<file path="src/rtl/backbone_sweep_ctrl_pkg.sv">
// ----------------------------------------------------------------------------
// backbone_sweep_ctrl_pkg
// Shared definitions for the backbone sweep controller and its engine link:
//   - sweep_state_e  : controller FSM states
//   - BB_DATA_W      : width of one backbone_initial response word, which is
//                      also the data width used by backbone_initial_fix
//   - calc_j_width() : index width for J variable nodes (one spare bit so
//                      the value J itself is representable)
//   - calc_a_width() : symbol width for an alphabet of size A
// ----------------------------------------------------------------------------
package backbone_sweep_ctrl_pkg;

    localparam int BB_DATA_W = 32;

    typedef enum logic [1:0] {
        ST_IDLE  = 2'd0,
        ST_ISSUE = 2'd1,
        ST_DRAIN = 2'd2,
        ST_DONE  = 2'd3
    } sweep_state_e;

    function automatic int calc_j_width(input int j);
        return $clog2(j) + 1;
    endfunction

    function automatic int calc_a_width(input int a);
        return $clog2(a) + 1;
    endfunction

endpackage

</file>
<file path="src/rtl/backbone_sweep_ctrl_if.sv">
// ----------------------------------------------------------------------------
// backbone_sweep_ctrl_if
// Link between the sweep controller and the backbone_initial_fix engine.
//   Request side (controller -> engine):
//     alpha_u     J*A*8      frame alpha values, stable for the whole sweep
//     x_initial   J*A_WIDTH  frame symbols, stable for the whole sweep
//     ind_j       J_WIDTH    excluded index for the current request
//     din_tvalid  1          request valid (engine has no backpressure)
//   Response side (engine -> controller):
//     backbone_initial_tvalid  1          response valid, in request order
//     backbone_initial         BB_DATA_W  response word
// Modports: master = controller, slave = engine.
// ----------------------------------------------------------------------------
interface backbone_sweep_ctrl_if
    import backbone_sweep_ctrl_pkg::*;
#(
    parameter int J = 14,
    parameter int A = 2
);

    localparam int J_WIDTH = calc_j_width(J);
    localparam int A_WIDTH = calc_a_width(A);

    logic [J*A*8-1:0]       alpha_u;
    logic [J*A_WIDTH-1:0]   x_initial;
    logic [J_WIDTH-1:0]     ind_j;
    logic                   din_tvalid;
    logic                   backbone_initial_tvalid;
    logic [BB_DATA_W-1:0]   backbone_initial;

    modport master (
        output alpha_u,
        output x_initial,
        output ind_j,
        output din_tvalid,
        input  backbone_initial_tvalid,
        input  backbone_initial
    );

    modport slave (
        input  alpha_u,
        input  x_initial,
        input  ind_j,
        input  din_tvalid,
        output backbone_initial_tvalid,
        output backbone_initial
    );

endinterface

</file>
<file path="src/rtl/backbone_sweep_ctrl_sweep_max_tracker.sv">
// ----------------------------------------------------------------------------
// sweep_max_tracker
// Running unsigned maximum of a stream of response words, with the index of
// the winning word. A word replaces the current best only when strictly
// greater, so on ties the earliest (lowest) index is kept. Starting from
// best_val = 0 / best_idx = 0 means the first non-zero word always wins and
// an all-zero sweep reports index 0.
//   clk, rst  : clock, synchronous active-high reset
//   clr       : synchronous clear of best_val/best_idx (new sweep)
//   upd, idx, val : candidate word and its index
//   best_idx, best_val : registered current maximum
// ----------------------------------------------------------------------------
module sweep_max_tracker
    import backbone_sweep_ctrl_pkg::*;
#(
    parameter int IDX_W = 5
) (
    input  logic                 clk,
    input  logic                 rst,
    input  logic                 clr,
    input  logic                 upd,
    input  logic [IDX_W-1:0]     idx,
    input  logic [BB_DATA_W-1:0] val,
    output logic [IDX_W-1:0]     best_idx,
    output logic [BB_DATA_W-1:0] best_val
);

    logic [IDX_W-1:0]     best_idx_r;
    logic [BB_DATA_W-1:0] best_val_r;
    logic                 take_s;

    assign take_s = upd && (val > best_val_r);

    // Best-so-far register: clear wins over update, strict compare on update.
    always_ff @(posedge clk) begin
        if (rst) begin
            best_idx_r <= IDX_W'(0);
            best_val_r <= BB_DATA_W'(0);
        end else if (clr) begin
            best_idx_r <= IDX_W'(0);
            best_val_r <= BB_DATA_W'(0);
        end else if (take_s) begin
            best_idx_r <= idx;
            best_val_r <= val;
        end else begin
            best_idx_r <= best_idx_r;
            best_val_r <= best_val_r;
        end
    end

    assign best_idx = best_idx_r;
    assign best_val = best_val_r;

endmodule

</file>
<file path="src/rtl/backbone_sweep_ctrl.sv">
// ----------------------------------------------------------------------------
// backbone_sweep_ctrl
// Initiator/collector for the backbone-initial product engine. A start pulse
// in IDLE latches one frame and issues J back-to-back requests (ind_j =
// 0..J-1). The J in-order responses are forwarded one cycle later tagged
// with their index, and the maximum response plus its index are reported
// with a one-cycle done pulse at the end of the sweep.
// Ports:
//   clk, rst        clock, synchronous active-high reset
//   start           one-cycle sweep request (ignored unless IDLE)
//   alpha_u_in      frame alpha values, sampled on accepted start
//   x_initial_in    frame symbols, sampled on accepted start
//   busy            sweep in progress (ISSUE or DRAIN)
//   eng             engine link (master): frame, ind_j, din_tvalid out;
//                   backbone_initial_tvalid / backbone_initial in
//   result_tvalid, result_idx, result_data   forwarded response stream
//   done            one-cycle pulse, sweep complete
//   best_idx, best_val   maximum response and its index, valid with done
//   err_unexpected  sticky: response arrived with nothing outstanding
//   err_timeout     sticky: no response for TIMEOUT cycles while draining
// ----------------------------------------------------------------------------
module backbone_sweep_ctrl
    import backbone_sweep_ctrl_pkg::*;
#(
    parameter  int J       = 14,
    parameter  int A       = 2,
    parameter  int TIMEOUT = 64,
    localparam int J_WIDTH = calc_j_width(J),
    localparam int A_WIDTH = calc_a_width(A)
) (
    input  logic                     clk,
    input  logic                     rst,
    input  logic                     start,
    input  logic [J*A*8-1:0]         alpha_u_in,
    input  logic [J*A_WIDTH-1:0]     x_initial_in,
    output logic                     busy,
    backbone_sweep_ctrl_if.master    eng,
    output logic                     result_tvalid,
    output logic [J_WIDTH-1:0]       result_idx,
    output logic [BB_DATA_W-1:0]     result_data,
    output logic                     done,
    output logic [J_WIDTH-1:0]       best_idx,
    output logic [BB_DATA_W-1:0]     best_val,
    output logic                     err_unexpected,
    output logic                     err_timeout
);

    // The counter must be able to hold TIMEOUT itself for one cycle.
    localparam int TMO_W = $clog2(TIMEOUT + 1);

    sweep_state_e state_r;
    sweep_state_e state_nxt_s;

    logic [J*A*8-1:0]      alpha_u_r;
    logic [J*A_WIDTH-1:0]  x_initial_r;
    logic                  busy_r;
    logic                  din_tvalid_r;
    logic [J_WIDTH-1:0]    issue_cnt_r;
    logic [J_WIDTH-1:0]    resp_cnt_r;
    logic [J_WIDTH-1:0]    outstanding_r;
    logic [TMO_W-1:0]      tmo_cnt_r;
    logic                  result_tvalid_r;
    logic [J_WIDTH-1:0]    result_idx_r;
    logic [BB_DATA_W-1:0]  result_data_r;
    logic                  done_r;
    logic                  err_unexpected_r;
    logic                  err_timeout_r;

    logic                  busy_nxt_s;
    logic                  din_tvalid_nxt_s;
    logic [J_WIDTH-1:0]    issue_cnt_nxt_s;
    logic                  done_nxt_s;

    logic                  start_acc_s;
    logic                  collecting_s;
    logic                  resp_acc_s;
    logic                  resp_unexp_s;
    logic                  last_issue_s;
    logic                  last_resp_s;
    logic                  tmo_hit_s;

    assign start_acc_s  = (state_r == ST_IDLE) && start;
    assign collecting_s = (state_r == ST_ISSUE) || (state_r == ST_DRAIN);

    // A response is only consumed while a sweep is collecting and something
    // is outstanding; everything else is dropped and flagged. Outstanding
    // counts requests issued in earlier cycles, so a request and a response
    // in the same cycle leave it unchanged.
    assign resp_acc_s   = eng.backbone_initial_tvalid && collecting_s &&
                          (outstanding_r != J_WIDTH'(0));
    assign resp_unexp_s = eng.backbone_initial_tvalid && !resp_acc_s;

    assign last_issue_s = (state_r == ST_ISSUE) && (issue_cnt_r == J_WIDTH'(J - 1));
    assign last_resp_s  = resp_acc_s && (resp_cnt_r == J_WIDTH'(J - 1));
    // This cycle is the TIMEOUT-th consecutive idle DRAIN cycle.
    assign tmo_hit_s    = (state_r == ST_DRAIN) && !resp_acc_s &&
                          (tmo_cnt_r == TMO_W'(TIMEOUT - 1));

    // FSM state register.
    always_ff @(posedge clk) begin
        if (rst) begin
            state_r <= ST_IDLE;
        end else begin
            state_r <= state_nxt_s;
        end
    end

    // FSM next state plus next values of the state-derived registered outputs.
    always_comb begin
        state_nxt_s      = state_r;
        busy_nxt_s       = 1'b0;
        din_tvalid_nxt_s = 1'b0;
        issue_cnt_nxt_s  = J_WIDTH'(0);
        done_nxt_s       = 1'b0;

        case (state_r)
            ST_IDLE: begin
                if (start) begin
                    state_nxt_s = ST_ISSUE;
                end else begin
                    state_nxt_s = ST_IDLE;
                end
            end
            ST_ISSUE: begin
                if (last_issue_s) begin
                    state_nxt_s = ST_DRAIN;
                end else begin
                    state_nxt_s = ST_ISSUE;
                end
            end
            ST_DRAIN: begin
                if (last_resp_s || tmo_hit_s) begin
                    state_nxt_s = ST_DONE;
                end else begin
                    state_nxt_s = ST_DRAIN;
                end
            end
            ST_DONE: begin
                state_nxt_s = ST_IDLE;
            end
            default: begin
                state_nxt_s = ST_IDLE;
            end
        endcase

        // Outputs are registered, so they are decoded from the upcoming state.
        case (state_nxt_s)
            ST_ISSUE: begin
                busy_nxt_s       = 1'b1;
                din_tvalid_nxt_s = 1'b1;
                if (state_r == ST_ISSUE) begin
                    issue_cnt_nxt_s = issue_cnt_r + J_WIDTH'(1);
                end else begin
                    issue_cnt_nxt_s = J_WIDTH'(0);
                end
            end
            ST_DRAIN: begin
                busy_nxt_s = 1'b1;
            end
            ST_DONE: begin
                done_nxt_s = 1'b1;
            end
            ST_IDLE: begin
                busy_nxt_s = 1'b0;
            end
            default: begin
                busy_nxt_s = 1'b0;
            end
        endcase
    end

    // Frame latch, request/response counters, result stream and sticky errors.
    always_ff @(posedge clk) begin
        if (rst) begin
            alpha_u_r        <= (J*A*8)'(0);
            x_initial_r      <= (J*A_WIDTH)'(0);
            busy_r           <= 1'b0;
            din_tvalid_r     <= 1'b0;
            issue_cnt_r      <= J_WIDTH'(0);
            done_r           <= 1'b0;
            resp_cnt_r       <= J_WIDTH'(0);
            outstanding_r    <= J_WIDTH'(0);
            tmo_cnt_r        <= TMO_W'(0);
            result_tvalid_r  <= 1'b0;
            result_idx_r     <= J_WIDTH'(0);
            result_data_r    <= BB_DATA_W'(0);
            err_unexpected_r <= 1'b0;
            err_timeout_r    <= 1'b0;
        end else begin
            busy_r          <= busy_nxt_s;
            din_tvalid_r    <= din_tvalid_nxt_s;
            issue_cnt_r     <= issue_cnt_nxt_s;
            done_r          <= done_nxt_s;
            result_tvalid_r <= resp_acc_s;

            if (resp_acc_s) begin
                result_idx_r  <= resp_cnt_r;
                result_data_r <= eng.backbone_initial;
            end else begin
                result_idx_r  <= result_idx_r;
                result_data_r <= result_data_r;
            end

            if (start_acc_s) begin
                alpha_u_r        <= alpha_u_in;
                x_initial_r      <= x_initial_in;
                resp_cnt_r       <= J_WIDTH'(0);
                outstanding_r    <= J_WIDTH'(0);
                tmo_cnt_r        <= TMO_W'(0);
                // A stray response in the start cycle is still reported.
                err_unexpected_r <= resp_unexp_s;
                err_timeout_r    <= 1'b0;
            end else begin
                alpha_u_r     <= alpha_u_r;
                x_initial_r   <= x_initial_r;
                outstanding_r <= outstanding_r + J_WIDTH'(din_tvalid_r)
                                               - J_WIDTH'(resp_acc_s);
                if (resp_acc_s) begin
                    resp_cnt_r <= resp_cnt_r + J_WIDTH'(1);
                end else begin
                    resp_cnt_r <= resp_cnt_r;
                end
                if ((state_r == ST_DRAIN) && !resp_acc_s) begin
                    tmo_cnt_r <= tmo_cnt_r + TMO_W'(1);
                end else begin
                    tmo_cnt_r <= TMO_W'(0);
                end
                err_unexpected_r <= err_unexpected_r | resp_unexp_s;
                err_timeout_r    <= err_timeout_r | tmo_hit_s;
            end
        end
    end

    sweep_max_tracker #(
        .IDX_W (J_WIDTH)
    ) u_max_tracker (
        .clk      (clk),
        .rst      (rst),
        .clr      (start_acc_s),
        .upd      (resp_acc_s),
        .idx      (resp_cnt_r),
        .val      (eng.backbone_initial),
        .best_idx (best_idx),
        .best_val (best_val)
    );

    assign eng.alpha_u    = alpha_u_r;
    assign eng.x_initial  = x_initial_r;
    assign eng.ind_j      = issue_cnt_r;
    assign eng.din_tvalid = din_tvalid_r;

    assign busy           = busy_r;
    assign done           = done_r;
    assign result_tvalid  = result_tvalid_r;
    assign result_idx     = result_idx_r;
    assign result_data    = result_data_r;
    assign err_unexpected = err_unexpected_r;
    assign err_timeout    = err_timeout_r;

endmodule

</file>
<file path="src/flat_wrapper.sv">
// flat-port wrapper written by rule: the top's interface ports become plain ports
module backbone_sweep_ctrl_flat import backbone_sweep_ctrl_pkg::*;
#(
    parameter  int J       = 14,
    parameter  int A       = 2,
    parameter  int TIMEOUT = 64,
    localparam int J_WIDTH = calc_j_width(J),
    localparam int A_WIDTH = calc_a_width(A)
)
  (clk, rst, start, alpha_u_in, x_initial_in, busy, result_tvalid, result_idx, result_data, done, best_idx, best_val, err_unexpected, err_timeout, eng_alpha_u, eng_x_initial, eng_ind_j, eng_din_tvalid, eng_backbone_initial_tvalid, eng_backbone_initial);
  backbone_sweep_ctrl_if #(.J(J), .A(A)) eng_i ();
  input  logic clk;
  input  logic rst;
  input  logic start;
  input  logic [J*A*8-1:0] alpha_u_in;
  input  logic [J*A_WIDTH-1:0] x_initial_in;
  output logic busy;
  output logic result_tvalid;
  output logic [J_WIDTH-1:0] result_idx;
  output logic [BB_DATA_W-1:0] result_data;
  output logic done;
  output logic [J_WIDTH-1:0] best_idx;
  output logic [BB_DATA_W-1:0] best_val;
  output logic err_unexpected;
  output logic err_timeout;
  output wire logic [$bits(eng_i.alpha_u)-1:0] eng_alpha_u;
  output wire logic [$bits(eng_i.x_initial)-1:0] eng_x_initial;
  output wire logic [$bits(eng_i.ind_j)-1:0] eng_ind_j;
  output wire logic [$bits(eng_i.din_tvalid)-1:0] eng_din_tvalid;
  input wire logic [$bits(eng_i.backbone_initial_tvalid)-1:0] eng_backbone_initial_tvalid;
  input wire logic [$bits(eng_i.backbone_initial)-1:0] eng_backbone_initial;
  assign eng_alpha_u = eng_i.alpha_u;
  assign eng_x_initial = eng_i.x_initial;
  assign eng_ind_j = eng_i.ind_j;
  assign eng_din_tvalid = eng_i.din_tvalid;
  assign eng_i.backbone_initial_tvalid = eng_backbone_initial_tvalid;
  assign eng_i.backbone_initial = eng_backbone_initial;
  backbone_sweep_ctrl #(.J(J), .A(A), .TIMEOUT(TIMEOUT)) u_core (.clk(clk), .rst(rst), .start(start), .alpha_u_in(alpha_u_in), .x_initial_in(x_initial_in), .busy(busy), .eng(eng_i), .result_tvalid(result_tvalid), .result_idx(result_idx), .result_data(result_data), .done(done), .best_idx(best_idx), .best_val(best_val), .err_unexpected(err_unexpected), .err_timeout(err_timeout));
endmodule
</file>
<file path="config.mk">
export PLATFORM = sky130hd
export DESIGN_NAME = backbone_sweep_ctrl_flat
export DESIGN_NICKNAME = d
export VERILOG_FILES = /design/src/rtl/backbone_sweep_ctrl_pkg.sv /design/src/rtl/backbone_sweep_ctrl_if.sv /design/src/rtl/backbone_sweep_ctrl_sweep_max_tracker.sv /design/src/rtl/backbone_sweep_ctrl.sv /design/src/flat_wrapper.sv
export SDC_FILE = /design/constraint.sdc
export NUM_CORES = 1
export LEC_CHECK = 0
export BUFFER_PORTS_ARGS = -buffer_cell sky130_fd_sc_hd__clkbuf_2
export CAP_MARGIN = 20
export CORE_AREA = 2 2 245 247
export CTS_BUF_LIST = sky130_fd_sc_hd__clkbuf_8
export CTS_CLUSTER_DIAMETER = 60
export CTS_CLUSTER_SIZE = 40
export DETAILED_ROUTE_END_ITERATION = 8
export DIE_AREA = 0 0 247 249
export HOLD_SLACK_MARGIN = 0.1
export MAX_ROUTING_LAYER = met4
export SETUP_SLACK_MARGIN = 0.05
export SYNTH_ARGS = -nofsm -noshare
export SYNTH_HDL_FRONTEND = slang
export SYNTH_SLANG_ARGS = --single-unit
</file>
<file path="constraint.sdc">
create_clock -name clk -period 4.8 [get_ports clk]
set_input_delay 0 -clock clk [delete_from_list [all_inputs] [get_ports clk]]
set_output_delay 0 -clock clk [all_outputs]
set_load 0.01 [all_outputs]
</file>
### Word level (Yosys, flattened, before mapping)

Cells that the tools add are included.
W data, S select, Z words.

* register bits: 356
* latch bits: 0
* memory bits (writable): 0
* memory bits (read-only): 0
* output and inout port bits: 337
* word-level logic and storage cells: 63
* memories: 0

* add/sub/neg operators: 5
* multiply operators: 0
* divide/modulo/power cells: 0
* order comparisons: 1
* eq/ne operators: 9
* shift-type cells: 0
* multiplexer cells: 8
* bitwise logic cells: 5
* reduce and logical (&&, ||, !) cells: 18

Operators with widths (number)
* $gt A32 B32 Y1: 1
* $add A5 B1 Y5 const B: 2
* $eq A5 B4 Y1 const B: 2
* $logic_and A1 B1 Y1: 9
* $eq A2 B2 Y1 const B: 4
* $pmux W2 S4: 1
* $add A7 B1 Y7 const B: 1
* $eq A7 B6 Y1 const B: 1
* $mux W1: 6
* $reduce_or A3 Y1: 2
* $add A5 B1 Y5: 1
* $reduce_bool A5 Y1: 1
* $sub A5 B1 Y5: 1
* $eq A2 B1 Y1 const B: 2
* $reduce_or A2 Y1: 2
* $not A1 Y1: 3
* $logic_not A2 Y1: 1
* $logic_or A1 B1 Y1: 2
* $mux W2: 1
* $or A1 B1 Y1: 2
* $logic_not A1 Y1: 1

### Logic depth before layout (Yosys ltp)

Gate-level depths: netlist (run 1).

* depth in word-level cells: 13
* mapped depth: 14
* depth with buffers taken out: 13

### By module

A second synthesis (run 1) with hierarchy kept.

* cells, all modules: 1684
* area, all modules: 13511.7 sq um

Modules (own cells, without submodules)
* backbone_sweep_ctrl: instances 1, cells each 1405, area an instance 11183.2 sq um, sequential area each 6386.1 sq um
* sweep_max_tracker: instances 1, cells each 279, area an instance 2328.5 sq um, sequential area each 740.7 sq um

### Least setup slack after synthesis (run 1)

OpenSTA, ideal clock, no wires.

* path kind: register to register
* start point: register u_core.outstanding_r[3]
* end point: register u_core.outstanding_r[4]
* library setup time: 70 ps
* arrival: 2880 ps
* data required time: 4730 ps
* setup slack: 1850 ps
* cell stages (with the launch flop): 15
* path buffers: 1
* clock period less this slack: 2950 ps
* cell sequence: dfxtp_1 > inv_1 > ha_1 > or4b_1 > nand3_2 > inv_2 > buf_1 > ha_1 > inv_1 > ha_1 > fa_1 > a21oi_1 > nor2_1 > or3_1 > a21oi_1

* longest elaborated chain between the ends: 3
* elaborated cells on any way between the ends: 4
* classes of those cells: add/sub (2); reduce/logical (2)

Ends and longest elaborated chain
* start, declared: RTL line backbone_sweep_ctrl.sv:60 `logic [J_WIDTH-1:0] outstanding_r;`
* start signal, assigned: RTL line backbone_sweep_ctrl.sv:216 `outstanding_r <= outstanding_r + J_WIDTH'(din_tvalid_r)`
* $reduce_bool A5 Y1: RTL line backbone_sweep_ctrl.sv:90 `(outstanding_r != J_WIDTH'(0));`
* $logic_and A1 B1 Y1: RTL line backbone_sweep_ctrl.sv:89 `assign resp_acc_s = eng.backbone_initial_tvalid && collecting_s &&`
* net u_core.resp_acc_s: RTL line backbone_sweep_ctrl.sv:76 `logic resp_acc_s;`
* $sub A5 B1 Y5: RTL line backbone_sweep_ctrl.sv:217 `- J_WIDTH'(resp_acc_s);`

The timed path passes the listed nets, and every way through them passes these cells.
A chain may end at the register's enable or synchronous reset.

### Worst setup path in the final report (run 1)

* start point: register u_core.outstanding_r[2]
* end point: register u_core.u_max_tracker.best_val_r[9] (netlist: u_core.u_max_tracker.best_val[9])

* longest elaborated chain between the ends: 3

Ends and longest elaborated chain
* $reduce_bool A5 Y1: RTL line backbone_sweep_ctrl.sv:90
* $logic_and A1 B1 Y1: RTL line backbone_sweep_ctrl.sv:89
* $logic_and A1 B1 Y1: RTL line backbone_sweep_ctrl_sweep_max_tracker.sv:32 `assign take_s = upd && (val > best_val_r);`
* end signal, assigned: RTL line backbone_sweep_ctrl_sweep_max_tracker.sv:44 `best_val_r <= val;`
* end signal, assigned: RTL line backbone_sweep_ctrl_sweep_max_tracker.sv:47 `best_val_r <= best_val_r;`
* end, declared: RTL line backbone_sweep_ctrl_sweep_max_tracker.sv:29 `logic [BB_DATA_W-1:0] best_val_r;`

Every way passes these cells.

==> impl_metrics.toml, run 1 <==
[detailed_routing]
top_layer = "met4"
vias = 14889
drt_iter0_drc = 791
ant_nets = 0
viasPerCell = 4.31
first_pass_iters = 5
drc = 0
wl_met1_um = 19700
wl_per_cell_um = 14.6
met2_length_um = 24600
met3_length_um = 3560
wl_um = 50500

[floorplan]
num_rows = 89
ios = 625
start_util = 0.230
die_width_um = 247
die_y_um = 249
core_area_mm2 = 0.0587
dieArea_mm2 = 0.0615

[global_route]
antenna_found_initial = 3
gr-usage-all-layers = 0.159
grt_start_max_net_pins = 189
grt_pass1_vias = 14767
gr-total-overflow = 0
grt_pass1_wl_um = 76900

[pwr]
p_int_mw = 4.50
power.leakage_nw = 9.81
seqPwrFrac = 0.498
power_density_mw_per_mm2 = 287
power_frac_comb = 0.174
power_mw = 6.39
p_clk_frac = 0.328
p_sw_mw = 1.89
vdd_drop_max_v = 0.000216
switching_share = 0.296

[finish]
fillers = 5795
nets = 2994
syn2layout_area_growth_pct = 65.0
drive_above_1_share = 0.261
instances_no_fill = 3457

[synth]
yosys.cell_count.top_type = "nand2_1"
synth_top_area_cell = "dfxtp_1"
ys_ff_latch = 356
yosysTopAreaCellShare = 0.529
async_flop_share = 0
synth_cells = 1676
yosys_warnings = 0
syn_nets = 2014
synth.area.top_cells = "dfxtp_1 53%, nand2_1 19%, a21oi_1 11%"
synth_area_mm2 = 0.0135
synth_commonest_cells = "670 x nand2_1, 356 x dfxtp_1, 305 x a21oi_1"
syn_area_per_cell_um2 = 8.04
synth_enable_flop_cells = 0
ys.flop_type = "dfxtp_1"
synth.distinct_cells = 46
seq_area_frac_synth = 0.529

[clocking]
cts_tree = "done"
clk_pin_slew_worst_paths_ns = 0.13
cts_hold_buf = 421
cts_num_sinks = 356
htree_levels = 2
clockBufferDepth = 3
cts_root_buf = "clkbuf_8"
cts_buffers = 34
cts_setup_buffers = 0
clock_latency_ns = 0.60
cts_resized = 0

[sta]
finalCritPeriodShare = 0.749
fin_ws_ns = 1.21
layout_min_cycle_time_ns = 3.59
finalMaxSlewViolations = 0
worstMarginPinSlew_ns = 1.11
slew_headroom = 0.263
whs_ns = 0.151
setup_viol = 0
hold_viol = 0
fmax_mhz = 278
finalSetupTns_ns = 0
rsz0062_at_grt = "no"
finClkSkew_ns = 0.0599

[placement]
dp_hpwl_um = 31300
post-place-cells = 2972
pre_cts_ws_ns = 1.49
gp_congestion = 0.863
numPortBuffers = 624

[critical_path]
end_kind = "flip-flop"
cp_max_fo = 44
crit_required_ns = 5.36
cp-start-kind = "flip-flop"
crit_type = "reg2reg"
arrival_ns = 4.16

[min_path]
hold_path_class = "in2reg"

[run]
cap_violations = 0

[run_status]
status = "complete, no violations"
worst paths after layout:
path / from / end / slack (ns) / depth (start not counted)
setup reg to reg: u_core.outstanding_r[2] / u_core.u_max_tracker.best_val[9] / 1.21 / 11
hold reg to reg: u_core.tmo_cnt_r[0] / u_core.tmo_cnt_r[0] / 0.45 / 1
hold / removal: alpha_u_in[53] / u_core.eng.alpha_u[53] / 0.15 / 4
setup / recovery: u_core.outstanding_r[2] / u_core.u_max_tracker.best_val[9] / 1.21 / 11
area by class of cell:
class | count | area, µm² | share of cell area
inverters | 45 | 169 | 0.00760
multi-input cells | 1165 | 5710 | 0.257
flip-flops and latches | 356 | 7130 | 0.321
diodes | 3 | 7.51 | 0.000338
clock buffers | 37 | 509 | 0.0229
clock inverters | 24 | 278 | 0.0125
well taps | 773 | 967 | 0.0435
repair buffers | 1054 | 7450 | 0.335
power by group through the flow:
| stage | sequential, mW | clock, mW | combinational [mW] |
|---|---|---|---|
| finish | 3.18 | 2.10 | 1.11 |
| detailed placement | 3.24 | 0 | 0.811 |
| floorplan | 3.30 | 0 | 0.361 |
| global route | 3.20 | 2.31 | 1.21 |
| global placement | 3.24 | 0 | 0.810 |
| CTS | 3.18 | 2.18 | 1.09 |
cells by family (layout without fill, tap and decap cells):
family,Yosys count,in the layout,synth area share
simple gates,738,738,0.213
flops,356,356,0.529
compound gates,325,325,0.125
buf+inv,155,1160,0.0482
fa+ha+maj,50,50,0.0470
mux,37,37,0.0275
xor+xnor,15,15,0.00975
other cells,0,3,0
critical path, stage by stage (launching register included):
cell and delay, ns:
dfxtp_1 0.35, inv_1 0.06, ha_1 0.18, or4b_1 0.19, nand3_2 0.07, buf_4 0.27, inv_2 0.11, buf_4 0.42
o311ai_1 0.18, o21ba_4 0.79, mux2i_1 0.30, dlygate4sd3_1 0.58
flip-flops by register name (all words and copies together) (netlist names), 2 cells and up:
name and flops:
u_core.u_max_tracker.best_idx 5, u_core.tmo_cnt_r 7, u_core.state_r 2, u_core.eng.x_initial 28, u_core.u_max_tracker.best_val 32, u_core.result_idx 5
u_core.outstanding_r 5, u_core.eng.alpha_u 224, u_core.eng.ind_j 5, u_core.resp_cnt_r 5, u_core.result_data 32
metrics by stage:
| stage | cell area (µm²) | utilization |
|---|---|---|
| 2_1_floorplan | 13500 | - |
| 3_3_place_gp | 17200 | 0.293 |
| 3_5_place_dp | 17200 | 0.293 |
| 4_1_cts | 22200 | 0.379 |
| 5_1_grt | 22200 | 0.379 |
| 6_report | 22200 | 0.379 |
placed cells by master (no fill, tap or decap), types with 32 or more instances in the layout:
cell           instances
ha_1                  49
nor2_1                32
inv_1                 47
dfxtp_1              356
a21oi_1              305
clkbuf_8              37
dlygate4sd3_1        421
mux2i_1               37
nand2_1              669
clkbuf_2             623
per-layer routing:
layer,vias to the layer above,GRT usage
li1,7360,-
met5,-,-
met2,590,0.271
met1,6775,0.171
met4,0,0.0838
met3,164,0.0364
(Power assumes the default switching activity.)
==> run 2: changes to the inputs <==
--- a/config.mk
+++ b/config.mk
@@ -5,6 +5,7 @@
 export SDC_FILE = /design/constraint.sdc
 export NUM_CORES = 1
 export LEC_CHECK = 0
+export ABC_AREA = 1
 export BUFFER_PORTS_ARGS = -buffer_cell sky130_fd_sc_hd__clkbuf_2
 export CAP_MARGIN = 20
 export CORE_AREA = 2 2 245 247
==> constraint.sdc (replaced) <==
create_clock -name clk -period 3.2 [get_ports clk]
set_input_delay 0 -clock clk [delete_from_list [all_inputs] [get_ports clk]]
set_output_delay 0 -clock clk [all_outputs]
set_load 0.01 [all_outputs]
==> run 2 against run 1 <==
- core utilization is 0.64 points lower
- clock power is 70% higher
- combinational power is 100% higher
- sequential power is 57% higher
- cell count is 0.64% higher
- setup slack worse by 0.54 ns
- sequential share of layout area is 0.55 points higher
- first-iteration DRC count is 21% lower
- die area stayed put
- non-clock buffer count is 62 lower
- critical path type unchanged
- critical endpoint is now u_core.eng.alpha_u[94]
- largest power group unchanged
==> impl_metrics.toml, run 2 <==
[run_status]
status = "complete, no violations"

[clocking]
htree_levels = 2
cts_buffers = 37
cts_root_buf = "clkbuf_8"
cts_resized = 0
clock_latency_ns = 0.61
cts_tree = "done"
cts_num_sinks = 356
clk_pin_slew_worst_paths_ns = 0.11
clockBufferDepth = 3
cts_setup_buffers = 0

[sta]
slew_headroom = 0.544
fin_ws_ns = 0.663
setup_viol = 0
fmax_mhz = 394
layout_min_cycle_time_ns = 2.54
finalCritPeriodShare = 0.793
worstMarginPinSlew_ns = 0.685
finClkSkew_ns = 0.0357
hold_viol = 0
finalSetupTns_ns = 0
rsz0062_at_grt = "no"
finalMaxSlewViolations = 0

[critical_path]
cp_max_fo = 74
reg2reg_to = "u_core.eng.alpha_u[94]"
reg2reg_depth = 7
cpMaxStageDelayCell = "buf_4"
reg2reg_from = "u_core.state_r[0]"
crit_cells = 7
crit_type = "reg2reg"
arrival_ns = 3.09
rrSetupSlack_ns = 0.66
crit_chain = "inv_1 > ha_1 > nand2_8 > buf_4 > o21ai_0 > nor2_1 > dlygate4sd3_1"
cp-start-kind = "flip-flop"
end_kind = "flip-flop"
crit_required_ns = 3.75
crit_family = "buffers and inverters"
worst-path-buf-inv = 3
cpPeakStageDelay_ns = 0.55

[pwr]
p_int_mw = 7.37
power_frac_comb = 0.208
switching_share = 0.319
p_sw_mw = 3.45
vdd_drop_max_v = 0.000390
power_density_mw_per_mm2 = 495
power.leakage_nw = 10.3
seqPwrFrac = 0.462
p_clk_frac = 0.331

[detailed_routing]
wl_met1_um = 20400
first_pass_iters = 6
wl_per_cell_um = 14.8
met2_length_um = 25000
met3_length_um = 3800
top_layer = "met4"
vias = 14812
wl_um = 51400
drc = 0
ant_nets = 0
viasPerCell = 4.26
drt_iter0_drc = 626

[synth]
synth_area_mm2 = 0.0135
async_flop_share = 0
ys.flop_type = "dfxtp_1"
synth.distinct_cells = 33
synth_top_area_cell = "dfxtp_1"
syn_nets = 2095
synth_commonest_cells = "599 x nor2_1, 356 x dfxtp_1, 290 x o21ai_0"
ys_ff_latch = 356
yosys_warnings = 0
synth_enable_flop_cells = 0
synth_cells = 1757
seq_area_frac_synth = 0.528
syn_area_per_cell_um2 = 7.69
synth.area.top_cells = "dfxtp_1 53%, nor2_1 17%, o21ai_0 11%"
yosys.cell_count.top_type = "nor2_1"
yosysTopAreaCellShare = 0.528

[placement]
gp_congestion = 0.852
numPortBuffers = 624
pre_cts_ws_ns = 0.853
dp_hpwl_um = 35100

[finish]
syn2layout_area_growth_pct = 61.7
fillers = 5941
nets = 3015
mostFrequentLayoutCell = "clkbuf_2"
largest_register_ffs = 224
drive_above_1_share = 0.267
final_cell_mix = "624 x clkbuf_2, 599 x nor2_1, 356 x dfxtp_1"

[global_route]
grt_start_max_net_pins = 110
gr-total-overflow = 0
grt_pass1_wl_um = 77400
gr-usage-all-layers = 0.162
grt_pass1_vias = 14360
antenna_found_initial = 1

[floorplan]
dieArea_mm2 = 0.0615
die_width_um = 247
core_area_mm2 = 0.0587
start_util = 0.230
die_y_um = 249
num_rows = 89
ios = 625

[run]
cap_violations = 0

[min_path]
hold_path_class = "in2reg"
holdPathEnd = "u_core.eng.x_initial[26]"
hold_path.startpoint = "x_initial_in[26]"
min_delay_path_depth = 4
## run 2: cell types whose count changed after synthesis, moves of 4 or more
cell	delta
nand2_1	-576
xor2_1	-5
nand3_1	+35
buf_12	-4
clkbuf_1	-14
buf_1	+4
nor2b_1	-4
a21oi_1	-225
nor2_1	+566
xnor2_1	-4
buf_2	+14
mux2i_1	-37
inv_1	+50
o21ai_0	+287
## run 2: logic make-up (layout without fill, tap and decap cells)
logic type,count (synthesis),after routing,share of synthesized area
AND/OR/NAND/NOR,755,755,0.218
buffers and inverters,208,1156,0.0598
AO/OA/AOI/OAI,382,382,0.144
other,0,1,0
flip-flops,356,356,0.528
XOR/XNOR,6,6,0.00389
adder cells (fa/ha/maj),50,50,0.0469
## run 2: worst max-delay path by stage
| stage | from | endpoint | slack, ns |
|---|---|---|---|
| floorplan | u_core.state_r[0] | u_core.outstanding_r[4] | 0.68 |
| global placement | u_core.state_r[0] | u_core.outstanding_r[4] | 0.85 |
| finish | u_core.state_r[0] | u_core.eng.alpha_u[94] | 0.66 |
| detailed placement | u_core.state_r[0] | u_core.outstanding_r[4] | 0.85 |
| global route | u_core.state_r[0] | u_core.eng.alpha_u[94] | 0.52 |
| CTS | u_core.state_r[0] | u_core.eng.alpha_u[94] | 0.72 |
## run 2: layout make-up
cell class	count	area [µm²]	area share
Clock inverter	28	392	0.0179
Sequential cell	356	7130	0.326
Timing Repair Buffer	992	6840	0.313
Clock buffer	39	537	0.0246
Inverter	97	377	0.0172
Antenna cell	1	2.50	0.000115
Multi-Input combinational cell	1193	5600	0.256
Tap cell	773	967	0.0443
## run 2: metal layers
| metal | GRT usage | vias up |
|---|---|---|
| met1 | 0.174 | 6713 |
| met3 | 0.0413 | 127 |
| li1 | - | 7456 |
| met2 | 0.279 | 516 |
| met4 | 0.0719 | 0 |
| met5 | - | - |
## run 2: timing repair
action                                 in CTS  in global routing
endpoints found under the hold margin     345                  0
hold buffers                              348                  0
setup endpoints to repair                   0                  0
## run 2: power by group through the flow
stage	registers (mW)	clock network (mW)	logic, mW
after global placement	5.08	0	1.85
after global routing	5.04	3.87	2.49
after detailed placement	5.09	0	1.85
after floorplan	5.25	0	0.834
final	5.00	3.58	2.25
after CTS	4.99	3.72	2.24
## run 2: worst reg2reg max path, stage by stage (launching register included)
cell and delay (ns):
dfxtp_1 0.38, inv_1 0.09, ha_1 0.27, nand2_8 0.13, buf_4 0.56, o21ai_0 0.36, nor2_1 0.14, dlygate4sd3_1 0.55
## run 2: through the flow
| stage | hold WS [ns] | instances | cell area [µm²] | util | power [mW] |
|---|---|---|---|---|---|
| after floorplan | 0.135 | 1757 | 13500 | - | 6.08 |
| after global placement | 0.250 | 3063 | 17400 | 0.297 | 6.94 |
| after detailed placement | 0.255 | 3063 | 17400 | 0.297 | 6.95 |
| after CTS | 0.102 | 3478 | 21800 | 0.372 | 11.0 |
| after global routing | 0.145 | 3479 | 21800 | 0.372 | 11.4 |
| final | 0.174 | 3479 | 21800 | 0.372 | 10.8 |
